===== src/rtl/multicycle_controller.sv =====
// Multicycle MIPS control FSM: sequences fetch/decode/execute/memory/writeback
// over several cycles per instruction, with a memory-ready wait timeout that halts the controller.
module multicycle_controller #(
  parameter int TIMEOUT  = 255,
  parameter int TO_WIDTH = 8
) (
  input  logic       clk,
  input  logic       reset,
  input  logic [5:0] opcode,
  input  logic [5:0] funct,
  input  logic       zero,
  input  logic       mem_ready,
  output logic       pc_en,
  output logic       iord,
  output logic       ir_write,
  output logic       mem_write,
  output logic       mem_to_reg,
  output logic       reg_dst,
  output logic       reg_write,
  output logic       alu_src_a,
  output logic [1:0] alu_src_b,
  output logic [1:0] pc_src,
  output logic [2:0] alu_control,
  output logic       illegal_op,
  output logic       instr_done,
  output logic       bus_error,
  output logic [3:0] state
);

  localparam logic [3:0] S_FETCH   = 4'd0;
  localparam logic [3:0] S_DECODE  = 4'd1;
  localparam logic [3:0] S_MEMADR  = 4'd2;
  localparam logic [3:0] S_MEMRD   = 4'd3;
  localparam logic [3:0] S_MEMWB   = 4'd4;
  localparam logic [3:0] S_MEMWR   = 4'd5;
  localparam logic [3:0] S_EXECUTE = 4'd6;
  localparam logic [3:0] S_ALUWB   = 4'd7;
  localparam logic [3:0] S_BEQ     = 4'd8;
  localparam logic [3:0] S_ADDIEX  = 4'd9;
  localparam logic [3:0] S_ADDIWB  = 4'd10;
  localparam logic [3:0] S_JUMP    = 4'd11;
  localparam logic [3:0] S_HALT    = 4'd12;

  localparam logic [5:0] OP_RTYPE = 6'b000000;
  localparam logic [5:0] OP_LW    = 6'b100011;
  localparam logic [5:0] OP_SW    = 6'b101011;
  localparam logic [5:0] OP_BEQ   = 6'b000100;
  localparam logic [5:0] OP_ADDI  = 6'b001000;
  localparam logic [5:0] OP_J     = 6'b000010;

  localparam logic [TO_WIDTH-1:0] TO_LIMIT = TO_WIDTH'(TIMEOUT);

  logic [3:0]          next_state;
  logic [TO_WIDTH-1:0] wait_cnt;
  logic [TO_WIDTH-1:0] wait_cnt_inc;
  logic                wait_state;
  logic                timeout_hit;
  logic                r_legal;
  logic                op_legal;
  logic                pc_write;
  logic                branch;

  assign r_legal  = (opcode == OP_RTYPE) &&
                    ((funct == 6'b100000) || (funct == 6'b100010) || (funct == 6'b100100) ||
                     (funct == 6'b100101) || (funct == 6'b101010));
  assign op_legal = r_legal || (opcode == OP_LW) || (opcode == OP_SW) ||
                    (opcode == OP_BEQ) || (opcode == OP_ADDI) || (opcode == OP_J);

  // The timeout fires on the cycle that would be the TIMEOUT-th unanswered wait cycle.
  assign wait_state   = (state == S_FETCH) || (state == S_MEMRD) || (state == S_MEMWR);
  assign wait_cnt_inc = wait_cnt + {{(TO_WIDTH-1){1'b0}}, 1'b1};
  assign timeout_hit  = (TIMEOUT != 0) && wait_state && !mem_ready && (wait_cnt_inc == TO_LIMIT);

  // Next-state selection.
  always_comb begin
    next_state = state;
    case (state)
      S_FETCH: begin
        if (mem_ready)        next_state = S_DECODE;
        else if (timeout_hit) next_state = S_HALT;
        else                  next_state = S_FETCH;
      end
      S_DECODE: begin
        if ((opcode == OP_LW) || (opcode == OP_SW)) next_state = S_MEMADR;
        else if (r_legal)                         next_state = S_EXECUTE;
        else if (opcode == OP_BEQ)                next_state = S_BEQ;
        else if (opcode == OP_ADDI)               next_state = S_ADDIEX;
        else if (opcode == OP_J)                  next_state = S_JUMP;
        else                                      next_state = S_FETCH;
      end
      S_MEMADR:  next_state = (opcode == OP_LW) ? S_MEMRD : S_MEMWR;
      S_MEMRD: begin
        if (mem_ready)        next_state = S_MEMWB;
        else if (timeout_hit) next_state = S_HALT;
        else                  next_state = S_MEMRD;
      end
      S_MEMWR: begin
        if (mem_ready)        next_state = S_FETCH;
        else if (timeout_hit) next_state = S_HALT;
        else                  next_state = S_MEMWR;
      end
      S_EXECUTE: next_state = S_ALUWB;
      S_ADDIEX:  next_state = S_ADDIWB;
      S_MEMWB, S_ALUWB, S_BEQ, S_ADDIWB, S_JUMP: next_state = S_FETCH;
      S_HALT:    next_state = S_HALT;
      default:   next_state = S_FETCH;
    endcase
  end

  // State register, wait counter and sticky bus error.
  always_ff @(posedge clk or posedge reset) begin
    if (reset) begin
      state     <= S_FETCH;
      wait_cnt  <= {TO_WIDTH{1'b0}};
      bus_error <= 1'b0;
    end else begin
      state <= next_state;
      if (timeout_hit) bus_error <= 1'b1;
      if (next_state != state)           wait_cnt <= {TO_WIDTH{1'b0}};
      else if (wait_state && !mem_ready) wait_cnt <= wait_cnt_inc;
    end
  end

  // Datapath control decode; everything except state is held low during reset.
  always_comb begin
    pc_write    = 1'b0;
    branch      = 1'b0;
    iord        = 1'b0;
    ir_write    = 1'b0;
    mem_write   = 1'b0;
    mem_to_reg  = 1'b0;
    reg_dst     = 1'b0;
    reg_write   = 1'b0;
    alu_src_a   = 1'b0;
    alu_src_b   = 2'b00;
    pc_src      = 2'b00;
    alu_control = 3'b000;
    illegal_op  = 1'b0;
    instr_done  = 1'b0;
    if (!reset) begin
      case (state)
        S_FETCH: begin
          alu_src_b   = 2'b01;
          alu_control = 3'b010;
          ir_write    = mem_ready;
          pc_write    = mem_ready;
        end
        S_DECODE: begin
          alu_src_b   = 2'b11;
          alu_control = 3'b010;
          illegal_op  = !op_legal;
        end
        S_MEMADR, S_ADDIEX: begin
          alu_src_a   = 1'b1;
          alu_src_b   = 2'b10;
          alu_control = 3'b010;
        end
        S_MEMRD: iord = 1'b1;
        S_MEMWB: begin
          mem_to_reg = 1'b1;
          reg_write  = 1'b1;
          instr_done = 1'b1;
        end
        S_MEMWR: begin
          iord       = 1'b1;
          mem_write  = 1'b1;
          instr_done = mem_ready;
        end
        S_EXECUTE: begin
          alu_src_a = 1'b1;
          case (funct)
            6'b100010: alu_control = 3'b110;
            6'b100100: alu_control = 3'b000;
            6'b100101: alu_control = 3'b001;
            6'b101010: alu_control = 3'b111;
            default:   alu_control = 3'b010;
          endcase
        end
        S_ALUWB: begin
          reg_dst    = 1'b1;
          reg_write  = 1'b1;
          instr_done = 1'b1;
        end
        S_BEQ: begin
          alu_src_a   = 1'b1;
          alu_control = 3'b110;
          branch      = 1'b1;
          pc_src      = 2'b01;
          instr_done  = 1'b1;
        end
        S_ADDIWB: begin
          reg_write  = 1'b1;
          instr_done = 1'b1;
        end
        S_JUMP: begin
          pc_src     = 2'b10;
          pc_write   = 1'b1;
          instr_done = 1'b1;
        end
        default: pc_write = 1'b0;
      endcase
    end else begin
      pc_write = 1'b0;
    end
    pc_en = pc_write | (branch & zero);
  end

endmodule


===== config.mk =====
export PLATFORM = sky130hd
export DESIGN_NAME = multicycle_controller
export DESIGN_NICKNAME = d
export VERILOG_FILES = /design/src/rtl/multicycle_controller.sv
export SDC_FILE = /design/constraint.sdc
export NUM_CORES = 1
export LEC_CHECK = 0
export BUFFER_PORTS_ARGS = -buffer_cell sky130_fd_sc_hd__buf_2
export CAP_MARGIN = 40
export CORE_ASPECT_RATIO = 1.2
export CORE_UTILIZATION = 45
export CTS_CLUSTER_SIZE = 10
export DETAILED_ROUTE_END_ITERATION = 10
export PLACE_DENSITY = 0.75
export SYNTH_ARGS = -nofsm -noshare
export SYNTH_HDL_FRONTEND = slang
export SYNTH_SLANG_ARGS = --single-unit

===== constraint.sdc =====
create_clock -name clk -period 2.4 [get_ports clk]
set_input_delay 0.48 -clock clk [delete_from_list [all_inputs] [get_ports clk]]
set_output_delay 0.48 -clock clk [all_outputs]
set_load 0.05 [all_outputs]

After elaboration in Yosys (flattened, before gate mapping)
Cells that the tools add are included.
{"block": "op_classes", "n_addsub": 1, "n_eq_ne": 24, "n_mux": 44, "bitwise": 2, "reduce_logical": 26}
{"operator": "$mux 4", "n": 11}
{"operator": "$eq 6x6->1 const B", "n": 7}
{"operator": "$pmux 4 s8", "n": 1}
{"operator": "$eq 4x4->1 const B", "n": 5}
{"operator": "$mux 1", "n": 20}
{"operator": "$eq 4x3->1 const B", "n": 4}
{"operator": "$mux 8", "n": 2}
{"operator": "$logic_or 1x1->1", "n": 12}
{"operator": "$pmux 3 s4", "n": 1}
{"operator": "$pmux 3 s3", "n": 1}
{"operator": "$add 8x1->8 const B", "n": 1}
{"operator": "$eq 4x2->1 const B", "n": 2}
{"operator": "$eq 8x8->1 const B", "n": 1}
{"operator": "$reduce_or 4->1", "n": 2}
{"operator": "$eq 6x2->1 const B", "n": 1}
{"operator": "$eq 6x3->1 const B", "n": 1}
{"operator": "$eq 6x4->1 const B", "n": 1}
{"operator": "$logic_not 6->1", "n": 1}
{"operator": "$mux 3", "n": 2}
{"operator": "$pmux 2 s3", "n": 1}
{"operator": "$reduce_or 5->1", "n": 1}
{"operator": "$eq 4x1->1 const B", "n": 1}
{"operator": "$logic_not 4->1", "n": 1}
{"operator": "$mux 2", "n": 2}
{"operator": "10 further kinds", "n": 15}
{"block": "word_totals", "ff_bits": 13, "input_bits": 16, "output_inout_bits": 22, "wordCells": 100}

Longest topological paths before layout
Gate-level depths: netlist (run 1).
{"block": "depth", "ltp_word": 14, "depth_mapped": 7, "ltp_nobuf": 7}

Worst setup path before layout (run 1)
No wires, ideal clock.
{"block": "synth_timing", "path_type": "register to output", "start": "register state[1]", "end": "output alu_control[2]", "t_arrival_ns": 3.321, "t_required_ns": 1.920, "path_slack_ns": -1.401, "path_stages_with_launch": 5, "path_buffers": 2, "cell_sequence": "dfrtp_1 buf_2 buf_1 nor4_1 o21bai_1"}
{"block": "synth_via", "elab_chain_len": 4, "elab_cells_between_ends": 9}
{"element": "from (decl)", "line_no": "27", "source": "output logic [3:0] state"}
{"element": "from (signal assigned)", "line_no": "117", "source": "state <= next_state;"}
{"element": "$eq 4x1->1 (tied with other cells)", "line_no": "141", "source": "case (state)"}
{"element": "$reduce_or 4->1 (no line)"}
{"element": "$pmux 3 s3 *", "line_no": "141"}
{"element": "$mux 3 *", "line_no": "140", "source": "if (!reset) begin"}
{"element": "to (decl)", "line_no": "23", "source": "output logic [2:0] alu_control,"}
Mark *: on every way between the ends. The rest lies on a longest branch, timed or not.

Final worst setup path (run 1)
{"block": "layout_timing", "start": "register state[3]", "end": "output illegal_op"}
{"block": "layout_via", "elab_chain_len": 3}
{"element": "$eq 4x1->1", "line_no": "141"}
{"element": "$mux 1", "line_no": "141"}
{"element": "$mux 1", "line_no": "140"}
{"element": "to (decl)", "line_no": "24", "source": "output logic illegal_op,"}
No other way between the ends.

==> results.ini, run 1 <==
[power_and_ir_drop]
share_comb_of_total_power_pct=58.9
power.static_leakage_nw=0.8047
switching_power_of_the_nets_w=0.0004769
pwr-share-clk_pct=14.0
intPower_w=0.0005316
ir_drop_uv=356.7
design_power_total_w=0.001009
seq_power_share_pct=27.1
net_switching_share_of_the_total_power_pct=47.29
powerDensity_nw_per_um2=521.4

[synth]
synth_area_leader=sky130_fd_sc_hd__dfrtp_1
synth.avg_cell_area_um2=8.038
predominant_post_synthesis_flop_cell=sky130_fd_sc_hd__dfrtp_1
synth_edf_count=0
synth.yosys.seq_area_share_pct=23.53
yosys_synthesis_warning_count=0
total_standard_cell_area_after_synthesis_um2=1383
synth.area.top_cells=sky130_fd_sc_hd__dfrtp_1, sky130_fd_sc_hd__a211oi_1, sky130_fd_sc_hd__nand2_1, sky130_fd_sc_hd__nor2_1, sky130_fd_sc_hd__xnor2_1
synth_top_cell_area_share_pct=23.53
synthesis.nets=190
post_synthesis_cell_count=172
synth-seq-cells=13
synth.distinct_cells=56
ys_async_sr_fraction_pct=100.0

[routing]
wl_per_cell_um=15.58
drtAntennaViolNets=0
drt_iter0_drc=41
avgViaCountPerCell=6.130
via_count=1557
totalWireLength_um=3957
route.detailed.drc=0
drt_pre_antenna_iters=4

[worst_setup_path]
crit_start=state[3]$_DFF_PP0_
critPathKind=flop to output pin
cp_cell_sequence=or4b_4 -> o21ba_4 -> nor4b_4 -> buf_6
crit_fanout=6
crit_slowest_cell=sky130_fd_sc_hd__or4b_4
cp.required_ps=1920
crit-reg2reg-launch=state[3]$_DFF_PP0_
worst_setup_path_end_kind=output pin
critical-path-max-stage-delay_ps=560
critical_path_arrival_ps=1960
r2r_cells=7
startpoint_class_of_the_critical_path=flop
regToRegSetupSlack_ps=120

[timing]
slew_headroom_pct=59.53
final-max-slew-violation-count=0
fin_crit_sh_pct=101.5
hold-worst-slack_ps=235.0
worst_slew_pin_slew_ps=598.6
grt_setup_unrepaired=yes
fin_worst_skew_ps=8.130
final.min_clock_period_ps=2436
final-hold-violation-count=0
fin_tns_setup_ps=-36.48
setup_ws_ps=-36.48
finalSetupViolCount=1
fmaxAchievable_mhz=410.4

[final_layout]
fin_nets=239
layout.cells.most_common=sky130_fd_sc_hd__buf_2
fillerInstances=240
diodes=0
post_layout_nonfiller_instances=254
drive_above_1_share_pct=44.09
mostFrequentLayoutCells=sky130_fd_sc_hd__buf_2, sky130_fd_sc_hd__buf_4, sky130_fd_sc_hd__nand2_1, sky130_fd_sc_hd__dfrtp_1
area_growth_pct=39.91

[floorplanning]
floorplan.initialDensity_pct=48.27
floorplan.io_pins=38
row_count=21
core_area_um2=2864
floorplan.die.height_um=62.72
fp.dieArea_um2=3299
die_x_extent_um=52.60

[placement]
place_congestion=0.9701
placedCellCount=241
hpwl_um=2845
port-buffer-count=37

[clocking]
clock-sinks=13
h-tree-depth=1
cts_tree=built
clk_path_buf_depth=2
clk_pin_slew_worst_paths_ps=90
root_buffer=sky130_fd_sc_hd__clkbuf_4
postCtsHoldBufs=0
tritoncts.num_buffers=3
clock_latency_ps=290

[global_route]
grt_pass1_wl_um=6051
global_route.overflow_total=0
vias_in_the_first_global_route=1394
grt_antenna_before_repair=0
grt_use_total_pct=24.02
grt_max_degree=21

[status]
run_status=finished with violations
violations=negative setup slack

[run]
maxCapViolCount=0

[min_path]
timing.hold.worst.class=input port to asynchronous set/reset pin

## through the flow
step                setup slack [ps]  util, %  instance area, um^2
finish                        -36.48    67.54                 1934
global route                  -82.94    67.54                 1934
CTS                           -23.10    65.14                 1866
detailed placement             10.53    61.99                 1775
global placement               101.3    61.99                 1775
floorplan                     -210.5        -                 1530
## flip-flops by register name, summed over array words and instances, names as in the netlist
name,count
wait_cnt,8
state,4
bus_error,1
## power by group through the flow
stage	Clock [W]	Combinational, W	Sequential, W
2_1_floorplan	0	0.000387	0.000299
3_3_place_gp	0	0.000502	0.000285
3_5_place_dp	0	0.000512	0.000289
4_1_cts	0.000139	0.000540	0.000285
5_1_grt	0.000153	0.000631	0.000277
6_report	0.000141	0.000594	0.000273
## path summary, 6_finish.rpt
| path | end |
|---|---|
| setup / recovery | illegal_op |
| hold / removal | wait_cnt[6]$_DFFE_PP0P_ |
| setup reg to reg | wait_cnt[2]$_DFFE_PP0P_ |
| hold reg to reg | bus_error$_DFFE_PP0P_ |
| max in group asynchronous | state[2]$_DFF_PP0_ |
| min in group clk | bus_error$_DFFE_PP0P_ |
## synth_stat cells, types with 2 or more instances
cell type / n
sky130_fd_sc_hd__nand2_1: 15
sky130_fd_sc_hd__nor2_1: 15
sky130_fd_sc_hd__dfrtp_1: 13
sky130_fd_sc_hd__a211oi_1: 8
sky130_fd_sc_hd__nor3_1: 8
sky130_fd_sc_hd__a21oi_1: 6
sky130_fd_sc_hd__nor4_1: 6
sky130_fd_sc_hd__o21ai_0: 6
sky130_fd_sc_hd__xnor2_1: 6
sky130_fd_sc_hd__clkbuf_1: 5
sky130_fd_sc_hd__nand4_1: 5
sky130_fd_sc_hd__nor2b_1: 5
sky130_fd_sc_hd__xor2_1: 5
sky130_fd_sc_hd__buf_2: 4
sky130_fd_sc_hd__inv_1: 4
sky130_fd_sc_hd__nand3_1: 4
sky130_fd_sc_hd__nand2b_1: 3
sky130_fd_sc_hd__nor4b_1: 3
sky130_fd_sc_hd__or3_1: 3
sky130_fd_sc_hd__a211o_1: 2
sky130_fd_sc_hd__a22oi_1: 2
sky130_fd_sc_hd__and2_1: 2
sky130_fd_sc_hd__and3_1: 2
sky130_fd_sc_hd__buf_1: 2
sky130_fd_sc_hd__ha_1: 2
sky130_fd_sc_hd__nor3b_1: 2
sky130_fd_sc_hd__o21a_1: 2
sky130_fd_sc_hd__o311ai_0: 2
sky130_fd_sc_hd__or3b_2: 2
sky130_fd_sc_hd__or4_1: 2
## cells by family after synthesis
group | share of synthesized area (%)
AOI/OAI and AO/OA | 28.24
xor gates and xnor gates | 6.968
adders and majority gates | 1.810
buffers and inverters | 5.249
DFF | 23.53
muxes | 0.8144
and+or+nand+nor | 33.39
## critical path: cells and delay by family, from the launching register on
family                 cells  cell delay (ps)
buffers and inverters      1              190
flip-flops                 1              470
AND/OR/NAND/NOR            2              760
AO/OA/AOI/OAI              1              250
## repair_timing
item | in CTS | in global routing
setup buffers | 3 | 6
setup endpoints to repair | 5 | 14
gates resized for setup | 11 | 9
pin swaps | 0 | 1
## routing by layer
layer / vias up / wire (um) / GRT usage [%]
li1: 756 / - / -
met1: 733 / 1702 / 28.92
met2: 59 / 2032 / 41.14
met3: 9 / 142 / 2.676
met4: 0 / 80 / 10.86
met5: - / 0 / 0
## cell type report
cell class / instances / area, um^2 / area share [%]
Clock buffer: 4 / 26.28 / 1.358
Tap cell: 34 / 42.54 / 2.199
Multi-Input combinational cell: 143 / 1152 / 59.57
Sequential cell: 13 / 330.3 / 17.08
Inverter: 4 / 18.77 / 0.9702
Timing Repair Buffer: 56 / 364.1 / 18.82
Note: power is estimated with default switching activity, not from simulation.
==> run 2, diff against run 1 <==
==> constraint.sdc (replaced) <==
create_clock -name clk -period 2.4 [get_ports clk]
set_input_delay 0.24 -clock clk [delete_from_list [all_inputs] [get_ports clk]]
set_output_delay 0.24 -clock clk [all_outputs]
set_load 0.05 [all_outputs]
==> results.ini, run 2 (synthesis results as in run 1) <==
[status]
run_status=completed  ; was finished with violations

[worst_setup_path]
cp.required_ps=2160  ; was 1920 ps
crit_fanout=14  ; was 6
worst_setup_path_end_kind=output pin  ; unchanged
startpoint_class_of_the_critical_path=flop  ; unchanged
crit_slowest_cell=sky130_fd_sc_hd__dfrtp_1  ; was sky130_fd_sc_hd__or4b_4
r2r_cells=5  ; was 7
critical_path.top_delay_family=buffers and inverters  ; was simple AND/OR/NAND/NOR gates
critical-path-max-stage-delay_ps=430  ; was 560 ps
crit-reg2reg-launch=wait_cnt[1]$_DFFE_PP0P_  ; was state[3]$_DFF_PP0_
critical_path_arrival_ps=2080  ; was 1960 ps
crit_start=state[2]$_DFF_PP0_  ; was state[3]$_DFF_PP0_
timing.critical_path.buf_inv=4  ; was 1
worst_r2r_endpoint=state[1]$_DFF_PP0_  ; was wait_cnt[2]$_DFFE_PP0P_
cp_cell_sequence=buf_6 -> inv_1 -> buf_4 -> nand2_1 -> nor4_4 -> a211o_2 -> buf_2  ; was or4b_4 -> o21ba_4 -> nor4b_4 -> buf_6
regToRegSetupSlack_ps=160  ; was 120 ps
number_of_cells_on_the_critical_path=7  ; was 4
critPathKind=flop to output pin  ; unchanged

[final_layout]
fillerInstances=262  ; was 240
drive_above_1_share_pct=34.58  ; was 44.09%
diodes=0  ; unchanged
largest_register_ff_count=8  ; unchanged
layout_top_registers=wait_cnt (8), state (4), bus_error (1)  ; unchanged
layout.cells.most_common=sky130_fd_sc_hd__buf_2  ; unchanged
postLayoutCoreUtil_pct=61.60  ; was 67.54%
area_growth_pct=27.60  ; was 39.91%
mostFrequentLayoutCells=sky130_fd_sc_hd__buf_2, sky130_fd_sc_hd__nand2_1, sky130_fd_sc_hd__nor2_1, sky130_fd_sc_hd__dfrtp_1, sky130_fd_sc_hd__buf_4  ; was sky130_fd_sc_hd__buf_2, sky130_fd_sc_hd__buf_4, sky130_fd_sc_hd__nand2_1, sky130_fd_sc_hd__dfrtp_1
largest_register=wait_cnt  ; unchanged
fin_nets=233  ; was 239

[floorplanning]
core_area_um2=2864  ; unchanged
floorplan.initialDensity_pct=48.27  ; unchanged
floorplan.io_pins=38  ; unchanged
row_count=21  ; unchanged
die_x_extent_um=52.60  ; unchanged
fp.dieArea_um2=3299  ; unchanged
floorplan.die.height_um=62.72  ; unchanged

[global_route]
global_route.overflow_total=0  ; unchanged
grt_max_degree=21  ; unchanged
grt_antenna_before_repair=0  ; unchanged
grt_pass1_wl_um=5996  ; was 6051 um
vias_in_the_first_global_route=1352  ; was 1394
grt_use_total_pct=23.64  ; was 24.02%

[power_and_ir_drop]
powerDensity_nw_per_um2=541.4  ; was 521.4 nW/um^2
ir_drop_uv=310.8  ; was 356.7 uV
power.static_leakage_nw=0.7605  ; was 0.8047 nW

[clocking]
clk_path_buf_depth=2  ; unchanged
root_buffer=sky130_fd_sc_hd__clkbuf_4  ; unchanged
tritoncts.num_buffers=3  ; unchanged
h-tree-depth=1  ; unchanged
postCtsHoldBufs=0  ; unchanged
clk_pin_slew_worst_paths_ps=80  ; was 90 ps
clock-sinks=13  ; unchanged
clock_latency_ps=280  ; was 290 ps
cts_tree=built  ; unchanged

[timing]
final-max-slew-violation-count=0  ; unchanged
fmaxAchievable_mhz=431.0  ; was 410.4 MHz
fin_crit_sh_pct=96.68  ; was 101.5%
slew_headroom_pct=63.43  ; was 59.53%
finalSetupViolCount=0  ; was 1
worst_slew_pin_slew_ps=541.7  ; was 598.6 ps
fin_worst_skew_ps=7.375  ; was 8.130 ps
fin_tns_setup_ps=0  ; was -36.48 ps
final-hold-violation-count=0  ; unchanged
final.min_clock_period_ps=2320  ; was 2436 ps

[routing]
drt_iter0_drc=58  ; was 41
avgViaCountPerCell=6.177  ; was 6.130
totalWireLength_um=3859  ; was 3957 um
wl_per_cell_um=15.56  ; was 15.58 um
route.detailed.drc=0  ; unchanged
drtAntennaViolNets=0  ; unchanged
via_count=1532  ; was 1557
drt_pre_antenna_iters=5  ; was 4

[placement]
place_congestion=0.8396  ; was 0.9701
hpwl_um=2868  ; was 2845 um
port-buffer-count=37  ; unchanged

[run]
maxCapViolCount=0  ; unchanged

[min_path]
timing.hold.worst.class=input port to asynchronous set/reset pin  ; unchanged

run 2: cell count changes in the layout (fill, tap and decap cells not counted), moves of 2 or more:
cell,delta
sky130_fd_sc_hd__clkbuf_4,+2
sky130_fd_sc_hd__nor4b_2,+2
sky130_fd_sc_hd__dfrtp_1,+3
sky130_fd_sc_hd__buf_4,-8
sky130_fd_sc_hd__nor2_4,-2
sky130_fd_sc_hd__a21oi_1,+2
sky130_fd_sc_hd__dfrtp_2,-3
sky130_fd_sc_hd__buf_2,+3
sky130_fd_sc_hd__nand2_1,+2
sky130_fd_sc_hd__buf_6,-2
sky130_fd_sc_hd__nor2_2,-5
sky130_fd_sc_hd__nor2_1,+7
run 2: worst max-delay path by stage:
stage / to
after global routing: alu_control[2]
final: pc_en
after floorplan: alu_control[0]
after detailed placement: wait_cnt[6]$_DFFE_PP0P_
after CTS: alu_control[2]
after global placement: state[1]$_DFF_PP0_
run 2: per-stage QoR:
| step | hold slack (ps) | area [um^2] | total power, W | setup WS, ps | instances |
|---|---|---|---|---|---|
| after floorplan | 497.0 | 1445 | 0.0006654 | -322.4 | 172 |
| after global placement | 418.1 | 1674 | 0.0007582 | 267.7 | 239 |
| after detailed placement | 433.3 | 1674 | 0.0007750 | 113.5 | 239 |
| after CTS | 139.8 | 1700 | 0.0009058 | 15.98 | 243 |
| after global routing | 142.4 | 1764 | 0.001015 | -11.53 | 248 |
| final | 123.0 | 1764 | 0.0009551 | 79.57 | 248 |
run 2: final cells by class:
| class | count | area, um^2 | area share (%) |
|---|---|---|---|
| Clock buffer | 4 | 26.28 | 1.489 |
| Multi-Input combinational cell | 143 | 1062 | 60.21 |
| Timing Repair Buffer | 50 | 291.5 | 16.52 |
| Inverter | 4 | 15.01 | 0.8511 |
| Sequential cell | 13 | 326.6 | 18.51 |
| Tap cell | 34 | 42.54 | 2.411 |
run 2: repair_timing:
action	4_1_cts	5_1_grt
buffers inserted	0	5
endpoints found under the setup margin	0	12
resized for setup	0	7
run 2: metal layers:
| metal | share of wire [%] | GRT usage [%] | vias up | wire [um] |
|---|---|---|---|---|
| li1 | - | - | 740 | - |
| met1 | 44 | 29.62 | 730 | 1686 |
| met2 | 51 | 41.93 | 58 | 1963 |
| met3 | 4.0 | 1.460 | 4 | 155 |
| met4 | 1.4 | 6.908 | 0 | 53 |
| met5 | 0 | 0 | - | 0 |
run 2: power by group:
group          switching (W)  internal, W  total [W]
clock              0.0000693    0.0000646   0.000134
combinational       0.000348     0.000199   0.000547
sequential         0.0000321     0.000242   0.000274
run 2: worst register-to-register path, cell delays in order (launching register included):
cell and delay [ps]:
sky130_fd_sc_hd__dfrtp_1 430, sky130_fd_sc_hd__and2_0 280, sky130_fd_sc_hd__and4b_1 270, sky130_fd_sc_hd__or4_1 550, sky130_fd_sc_hd__nor2b_1 180, sky130_fd_sc_hd__o41ai_1 400
